File: src/rtl/melody_recorder.sv
// Records piano key presses as 5-bit note codes (0 = rest, 8..14 = do..si), one per beat slot,
// into an internal buffer with a length-masked, registered read port.
module melody_recorder #(
    parameter int BEAT_CYCLES = 50_000_000,
    parameter int GAP_CYCLES  = 5_000_000,
    parameter int DEPTH       = 400,
    parameter int AW          = 9
) (
    input  logic          clk,
    input  logic          rst_n,
    input  logic          rec_start,
    input  logic          rec_stop,
    input  logic [6:0]    key,
    input  logic [AW-1:0] rd_addr,
    output logic [4:0]    rd_code,
    output logic [AW-1:0] length,
    output logic          recording,
    output logic          full,
    output logic [4:0]    cur_code,
    output logic [6:0]    led,
    output logic [1:0]    dbg_state_o
);

    localparam int SLOT = BEAT_CYCLES + GAP_CYCLES;
    localparam int SW   = (SLOT > 1) ? $clog2(SLOT) : 1;
    localparam logic [SW-1:0] SLOT_LAST = SW'(SLOT - 1);
    localparam logic [AW-1:0] DEPTH_L   = AW'(DEPTH);

    typedef enum logic [1:0] {
        IDLE   = 2'd0,
        ARMED  = 2'd1,
        RECORD = 2'd2,
        DONE   = 2'd3
    } state_t;

    state_t        state_q, state_d;
    logic [AW-1:0] length_q, length_d;
    logic [AW-1:0] wr_ptr_q, wr_ptr_d;
    logic          full_q, full_d;
    logic [SW-1:0] slot_q, slot_d;
    logic [6:0]    key_s1_q, key_s2_q;
    logic [4:0]    cur_code_q;
    logic [6:0]    led_q;
    logic [4:0]    rd_code_q;
    logic [4:0]    enc_code;
    logic [6:0]    enc_led;
    logic          we;
    logic [AW-1:0] wr_addr;
    logic [4:0]    mem_q [DEPTH];

    // Scan from the top so the lowest pressed key is the last (winning) assignment.
    always_comb begin
        enc_code = 5'd0;
        enc_led  = 7'd0;
        for (int i = 6; i >= 0; i--) begin
            if (key_s2_q[i]) begin
                enc_code = 5'(8 + i);
                enc_led  = 7'b1 << i;
            end
        end
    end

    always_ff @(posedge clk or negedge rst_n) begin
        if (!rst_n) begin
            key_s1_q   <= '0;
            key_s2_q   <= '0;
            cur_code_q <= '0;
            led_q      <= '0;
        end else begin
            key_s1_q   <= key;
            key_s2_q   <= key_s1_q;
            cur_code_q <= enc_code;
            led_q      <= enc_led;
        end
    end

    always_ff @(posedge clk or negedge rst_n) begin
        if (!rst_n) begin
            state_q  <= IDLE;
            length_q <= '0;
            wr_ptr_q <= '0;
            full_q   <= 1'b0;
            slot_q   <= '0;
        end else begin
            state_q  <= state_d;
            length_q <= length_d;
            wr_ptr_q <= wr_ptr_d;
            full_q   <= full_d;
            slot_q   <= slot_d;
        end
    end

    always_comb begin
        state_d  = state_q;
        length_d = length_q;
        wr_ptr_d = wr_ptr_q;
        full_d   = full_q;
        slot_d   = slot_q;
        we       = 1'b0;
        wr_addr  = wr_ptr_q;
        case (state_q)
            IDLE, DONE: begin
                if (rec_start && !rec_stop) begin
                    state_d  = ARMED;
                    length_d = '0;
                    wr_ptr_d = '0;
                    full_d   = 1'b0;
                end
            end
            ARMED: begin
                if (rec_stop) begin
                    state_d  = IDLE;
                    length_d = '0;
                end else if (cur_code_q != 5'd0) begin
                    // First non-rest note starts the melody; leading rests are dropped.
                    we       = 1'b1;
                    wr_addr  = '0;
                    wr_ptr_d = AW'(1);
                    length_d = AW'(1);
                    slot_d   = '0;
                    state_d  = RECORD;
                    if (AW'(1) == DEPTH_L) begin
                        full_d  = 1'b1;
                        state_d = DONE;
                    end
                end
            end
            RECORD: begin
                if (rec_stop) begin
                    state_d = DONE;
                end else begin
                    slot_d = (slot_q == SLOT_LAST) ? '0 : slot_q + SW'(1);
                    if (slot_q == SLOT_LAST && !full_q) begin
                        we       = 1'b1;
                        length_d = length_q + AW'(1);
                        if (length_q + AW'(1) == DEPTH_L) begin
                            full_d  = 1'b1;
                            state_d = DONE;
                        end else begin
                            wr_ptr_d = wr_ptr_q + AW'(1);
                        end
                    end
                end
            end
            default: state_d = IDLE;
        endcase
    end

    always_ff @(posedge clk) begin
        if (we) begin
            mem_q[wr_addr] <= cur_code_q;
        end
    end

    // Reads see the pre-edge length and contents, so a same-cycle write is not visible yet.
    always_ff @(posedge clk or negedge rst_n) begin
        if (!rst_n) begin
            rd_code_q <= '0;
        end else begin
            rd_code_q <= (rd_addr < length_q) ? mem_q[rd_addr] : 5'd0;
        end
    end

    assign rd_code     = rd_code_q;
    assign length      = length_q;
    assign recording   = (state_q == ARMED) || (state_q == RECORD);
    assign full        = full_q;
    assign cur_code    = cur_code_q;
    assign led         = led_q;
    assign dbg_state_o = state_q;

endmodule

File: config.mk
export PLATFORM = sky130hd
export DESIGN_NAME = melody_recorder
export DESIGN_NICKNAME = d
export VERILOG_FILES = /design/src/rtl/melody_recorder.sv
export SDC_FILE = /design/constraint.sdc
export NUM_CORES = 2
export LEC_CHECK = 0
export CAP_MARGIN = 30
export CORE_UTILIZATION = 38
export CTS_CLUSTER_DIAMETER = 50
export DETAILED_ROUTE_END_ITERATION = 12
export GPL_TIMING_DRIVEN = 0
export SETUP_SLACK_MARGIN = 0.2
export SLEW_MARGIN = 20
export SYNTH_ARGS = -nofsm -noshare
export SYNTH_HDL_FRONTEND = slang
export SYNTH_SLANG_ARGS = --single-unit
File: constraint.sdc
create_clock -name clk -period 22.1 [get_ports clk]
set_clock_uncertainty 0.05 [all_clocks]
set_input_delay 2.21 -clock clk [delete_from_list [all_inputs] [get_ports clk]]
set_output_delay 2.21 -clock clk [all_outputs]
set_load 0.02 [all_outputs]
==> Word-level counts from Yosys, hierarchy flattened <==
Memory sizes are Yosys's and may differ from the RTL's.
Index checks and enable logic that the tools add are counted.
{ "word_totals": {"reg_bits": 78, "ram_bits": 2000, "input_bits": 20, "output_inout_bits": 30, "word_cells": 98, "n_memories": 1} }
{ "mem_list": {"columns": ["memory", "depth", "width", "rd", "rd_ports_with_merged_regs", "wr", "line", "source"], "rows": [
  ["mem_q", 400, 5, 1, 0, 1, "49", "logic [4:0] mem_q [DEPTH];"]
]} }
{ "classes": {"add_sub_neg": 3, "n_lt_le_gt_ge": 1, "eq_ne": 15, "mux": 53, "n_reduce_logical": 15} }
{ "op_table": {"columns": ["operator", "n"], "rows": [
  ["9-bit 2-to-1 mux", 12],
  ["26-bit 2-to-1 mux", 4],
  ["9-bit case mux with 3 select lines", 2],
  ["26-bit case mux with 2 select lines", 1],
  ["7-bit 2-to-1 mux", 7],
  ["26-bit by 1-bit adder with 26-bit output (second input constant)", 1],
  ["26-bit equality test (second input constant)", 1],
  ["5-bit 2-to-1 mux", 5],
  ["9-bit by 1-bit adder with 9-bit output (second input constant)", 2],
  ["2-bit != test (second input constant)", 7],
  ["2-bit 2-to-1 mux", 6],
  ["4-bit 2-to-1 mux", 3],
  ["4-bit AND reduction", 3],
  ["1-bit 2-to-1 mux", 10],
  ["9-bit equality test (second input constant)", 1],
  ["9-bit less-than comparator", 1],
  ["3-bit != test (second input constant)", 3],
  ["2-bit case mux with 3 select lines", 1],
  ["6-bit AND reduction", 1],
  ["5-bit AND reduction", 1],
  ["5-bit nonzero test", 1],
  ["2-bit equality test (second input constant)", 2],
  ["1-bit case mux with 2 select lines", 2],
  ["2-bit nonzero test", 2],
  ["6 further kinds", 8]
]} }

==> Longest topological paths before layout <==
{ "depth": {"ltp_word": 7, "mapped_depth": 14, "depth_no_buf": 9} }

==> Worst setup path before layout <==
Ideal clock, no wire load.
{ "synth_path": {"kind": "reg2reg", "start": "reg cur_code_q[1], in the netlist cur_code[1]", "end": "mem mem_q[96][0], enable pin", "setup_ps": 330, "t_arrival_ps": 7128, "required_time_ps": 21720, "setup_slack_ps": 14592, "stages_incl_launch_ff": 8, "path_buffers": 2, "synth_period_minus_slack_ps": 7508, "cell_sequence": "dfrtp_1 > nor4_1 > or2_2 > clkbuf_1 > o21ai_1 > nand2_1 > clkbuf_1 > nor2_1"} }
{ "synth_via": {"elab_chain_len": 6, "elab_cells_between_ends": 9, "cone_classes": "8 x mux; 1 x reduce/logical"} }
{ "synth_rtl": {"columns": ["element", "line", "source"], "rows": [
  ["from (decl)", "42", "logic [4:0] cur_code_q;"],
  ["from (signal assigned)", "72", "cur_code_q <= enc_code;"],
  ["5-bit nonzero test (*)", "114", "end else if (cur_code_q != 5'd0) begin"],
  ["1-bit 2-to-1 mux", "114", null],
  ["1-bit 2-to-1 mux", "111", "if (rec_stop) begin"],
  ["1-bit case mux with 2 select lines", "101", "case (state_q)"],
  ["1-bit 2-to-1 mux", "150", "if (we) begin"],
  ["1-bit 2-to-1 mux (not written as such)", "151", "mem_q[wr_addr] <= cur_code_q;"],
  ["to (decl)", "49", null]
]} }
Mark *: on every way between the ends. The rest lies on a longest branch, timed or not.

==> Worst setup path in the final report <==
{ "layout_path": {"start": "in rd_addr[1]", "end": "reg rd_code_q[3], in the netlist rd_code[3]"} }
{ "layout_via": {"elab_chain_len": 2, "elab_cells_between_ends": 3, "cone_classes": "1 x order compare; 1 x mux; 1 x memory"} }
{ "layout_rtl": {"columns": ["element", "line", "source"], "rows": [
  ["from (decl)", "14", "input logic [AW-1:0] rd_addr,"],
  ["memory 400 x 5 bit or 9-bit less-than comparator (tied branches)", null, null],
  ["5-bit 2-to-1 mux (*)", "160", "rd_code_q <= (rd_addr < length_q) ? mem_q[rd_addr] : 5'd0;"],
  ["to (signal assigned)", "160", null],
  ["to (decl)", "44", "logic [4:0] rd_code_q;"]
]} }
Marks and branches as above.
A chain may end at the register's enable or synchronous reset.

==> impl_metrics.json <==
{
  "outcome": "finished, final reports clean",
  "placed_cell_area_mm2": 0.0721,
  "swShare_pct": 24.0,
  "tns_ns": 0,
  "synth_top_cell_area_share_pct": 70.9,
  "power.internal_mw": 5.26,
  "yosys_warnings": 0,
  "core_area_mm2": 0.177,
  "synth_seq_cells": 1676,
  "synth_flop_cell": "edfxtp_1",
  "yosysTopAreaCell": "edfxtp_1",
  "h-tree-depth": 4,
  "ff2ff_path_depth": 9,
  "ys_types": 81,
  "syn_area_mm2": 0.0678,
  "worst_setup_path_end_kind": "flip-flop",
  "synth-edff-count": 1600,
  "grt-ovfl-total": 0,
  "p_comb_share_pct": 6.9,
  "seq_power_share_pct": 50.3,
  "die-area_mm2": 0.180,
  "rr_startpoint": "slot_q[0]$_DFFE_PN0P_",
  "min_from": "key_s1_q[4]$_DFF_PN0_",
  "rsz0062_at_grt": "no",
  "dp_hpwl_mm": 162,
  "drv_cap": 0,
  "drive_above_1_share_pct": 18.4,
  "port_buffers": 46,
  "r2r-end": "mem_q[288][2]$_DFFE_PP_",
  "whs_ns": 0.284,
  "design_area_mm2": 0.0779,
  "clk_pin_slew_ns": 0.06,
  "synthCells": 3817,
  "clk_latency_ns": 0.87,
  "place_inst": 6249,
  "p_sw_mw": 1.66,
  "cts.repair.resized": 0,
  "fmax_mhz": 137,
  "clockBufferDepth": 3,
  "initialDrtViolationCount": 7098,
  "clock_sinks": 1676,
  "synthTopCellsByArea": "edfxtp_1, mux4_2, mux2i_1",
  "fin_ws_ns": 14.80,
  "initial_core_util_pct": 38.4,
  "p_leak_nw": 24.5,
  "place_congestion": 0.994,
  "viasPerCell": 6.22,
  "finalSetupViolCount": 0,
  "die_x_um": 424,
  "postRouteAntennaNets": 0,
  "power_density_mw_per_mm2": 88.8,
  "worstMarginPinSlew_ns": 1.15,
  "power_frac_clock_pct": 42.8,
  "grt_max_degree": 79,
  "path_max_fanout": 10,
  "r2r_slack_ns": 17.61,
  "crit_path_start_kind": "input pin",
  "grt_pass1_vias": 38800,
  "peakVddDrop_mv": 0.0901,
  "grt_pass1_wl_mm": 320,
  "dr.pass1.iters": 6,
  "required_ns": 22.69,
  "wl_per_cell_um": 36.2,
  "die_h_um": 424,
  "drc": 0,
  "core.rowCount": 154,
  "fin_crit_ns": 7.30,
  "ios": 50,
  "grtUsageTotal_pct": 26.1,
  "crit_arrival_ns": 7.89,
  "wl_mm": 238,
  "hold_path_depth": 0,
  "numCtsBuffers": 174,
  "final_cells": 6574,
  "cts_hold_buf": 0,
  "synthArstFlopShare_pct": 4.53,
  "hold_viol_final": 0,
  "min_path_type": "flip-flop to flip-flop",
  "area_growth_syn_to_layout_pct": 14.9,
  "cts_root_buf": "clkbuf_16",
  "yosysSeqAreaShare_pct": 73.7,
  "min_to": "key_s2_q[4]$_DFF_PN0_",
  "place_ws_ns": 14.15,
  "nNetsFinal": 4119,
  "cts_setup_buffers": 0,
  "maxSlewViolCount": 0,
  "slew_headroom_pct": 23.2,
  "min_period_over_period_pct": 33.0,
  "antenna_found_initial": 11,
  "route.vias.total": 40900,
  "cts_tree": "built",
  "syn_area_per_cell_um2": 17.8,
  "critPathKind": "input pin to flip-flop"
}
==> state kept, by name, indices dropped and copies added, names as in the netlist <==
register,cells
cur_code,4
led,7
key_s2_q,7
full,1
dbg_state_o,2
length,9
key_s1_q,7
slot_q,26
mem_q,1600
rd_code,4
wr_ptr_q,9
==> critical path, stage by stage <==
cell	delay [ns]
clkdlybuf4s50_1	0.86
buf_4	0.32
buf_4	0.34
buf_4	0.45
buf_2	0.63
buf_2	0.67
mux2i_1	0.22
a221oi_1	0.77
o22ai_1	0.20
a2bb2oi_1	0.19
nand4_1	0.28
a22oi_1	0.67
==> power groups by stage <==
| stage | combinational (mW) | clock (mW) | sequential, mW |
|---|---|---|---|
| after floorplan | 0.210 | 0 | 3.58 |
| after global placement | 0.411 | 0 | 3.61 |
| after detailed placement | 0.460 | 0 | 3.55 |
| after CTS | 0.461 | 2.98 | 3.48 |
| after global routing | 0.480 | 3.09 | 3.48 |
| final | 0.475 | 2.96 | 3.48 |
==> Yosys cell counts, types with 22 or more instances <==
cell type / number
o22ai_1: 67
mux2i_1: 268
nand3_1: 37
a221oi_1: 26
dfrtp_1: 76
buf_6: 25
o21ai_0: 93
nor3_1: 47
and3_1: 22
o221ai_1: 52
buf_2: 66
buf_4: 34
mux4_2: 268
edfxtp_1: 1600
nand2_1: 109
a21oi_1: 56
a211oi_1: 24
clkbuf_1: 107
nor2_1: 476
==> logic make-up (layout without fill, tap and decap cells) <==
logic type               Yosys count  after routing  share of synthesized area [%]
AO/OA/AOI/OAI                    458            458                           4.69
other                              1              3                        0.00553
adder cells (fa/ha/maj)           13             13                          0.240
flip-flops                      1676           1676                           73.7
XOR/XNOR                           2              2                         0.0258
buffers and inverters            273            688                           2.23
multiplexers                     563            563                           13.6
AND/OR/NAND/NOR                  831            831                           5.51
==> worst max path at each step <==
stage | slack, ns | from | to | depth (start not counted)
2_1_floorplan | 14.59 | cur_code[1]$_DFF_PN0_ | mem_q[96][0]$_DFFE_PP_ | 7
3_3_place_gp | 7.92 | cur_code[1]$_DFF_PN0_ | mem_q[164][1]$_DFFE_PP_ | 6
3_5_place_dp | 14.15 | rd_addr[1] | rd_code[3]$_DFF_PN0_ | 11
4_1_cts | 15.03 | rd_addr[1] | rd_code[3]$_DFF_PN0_ | 11
5_1_grt | 14.93 | rd_addr[1] | rd_code[3]$_DFF_PN0_ | 11
6_report | 14.80 | rd_addr[1] | rd_code[3]$_DFF_PN0_ | 12
==> through the flow <==
| stage | utilization (%) | power, mW |
|---|---|---|
| 2_1_floorplan | - | 3.79 |
| 3_3_place_gp | 40.3 | 4.02 |
| 3_5_place_dp | 40.8 | 4.01 |
| 5_1_grt | 44.1 | 7.05 |
| 4_1_cts | 44.1 | 6.92 |
| 6_report | 44.1 | 6.92 |
==> final cells by class <==
cell class / count / area [um2]
clock inverter: 115 / 1190
inverter: 21 / 78.8
sequential: 1676 / 50000
tap: 2340 / 2930
antenna: 1 / 2.50
fill: 15200 / 98800
multi-input combinational: 1869 / 16300
timing repair buffer: 92 / 1360
clock buffer: 208 / 4580
buffer: 252 / 1470
==> metal layers <==
layer / GRT usage (%) / part of all wire (%)
met4: 14.3 / 6.2
met1: 34.9 / 37
met5: 0 / 0.015
met3: 7.28 / 13
met2: 38.6 / 44
==> placed cells by master (no fill, tap or decap), types with 67 or more instances in the layout <==
cell type,synthesis,final
edfxtp_1,1600,1600
nor2_1,476,474
mux4_2,268,268
mux2i_1,268,268
clkbuf_16,0,177
clkbuf_1,107,112
nand2_1,109,109
o21ai_0,93,93
buf_2,66,73
dfrtp_1,76,72
o22ai_1,67,67
Power figures use the tool's default switching activity.
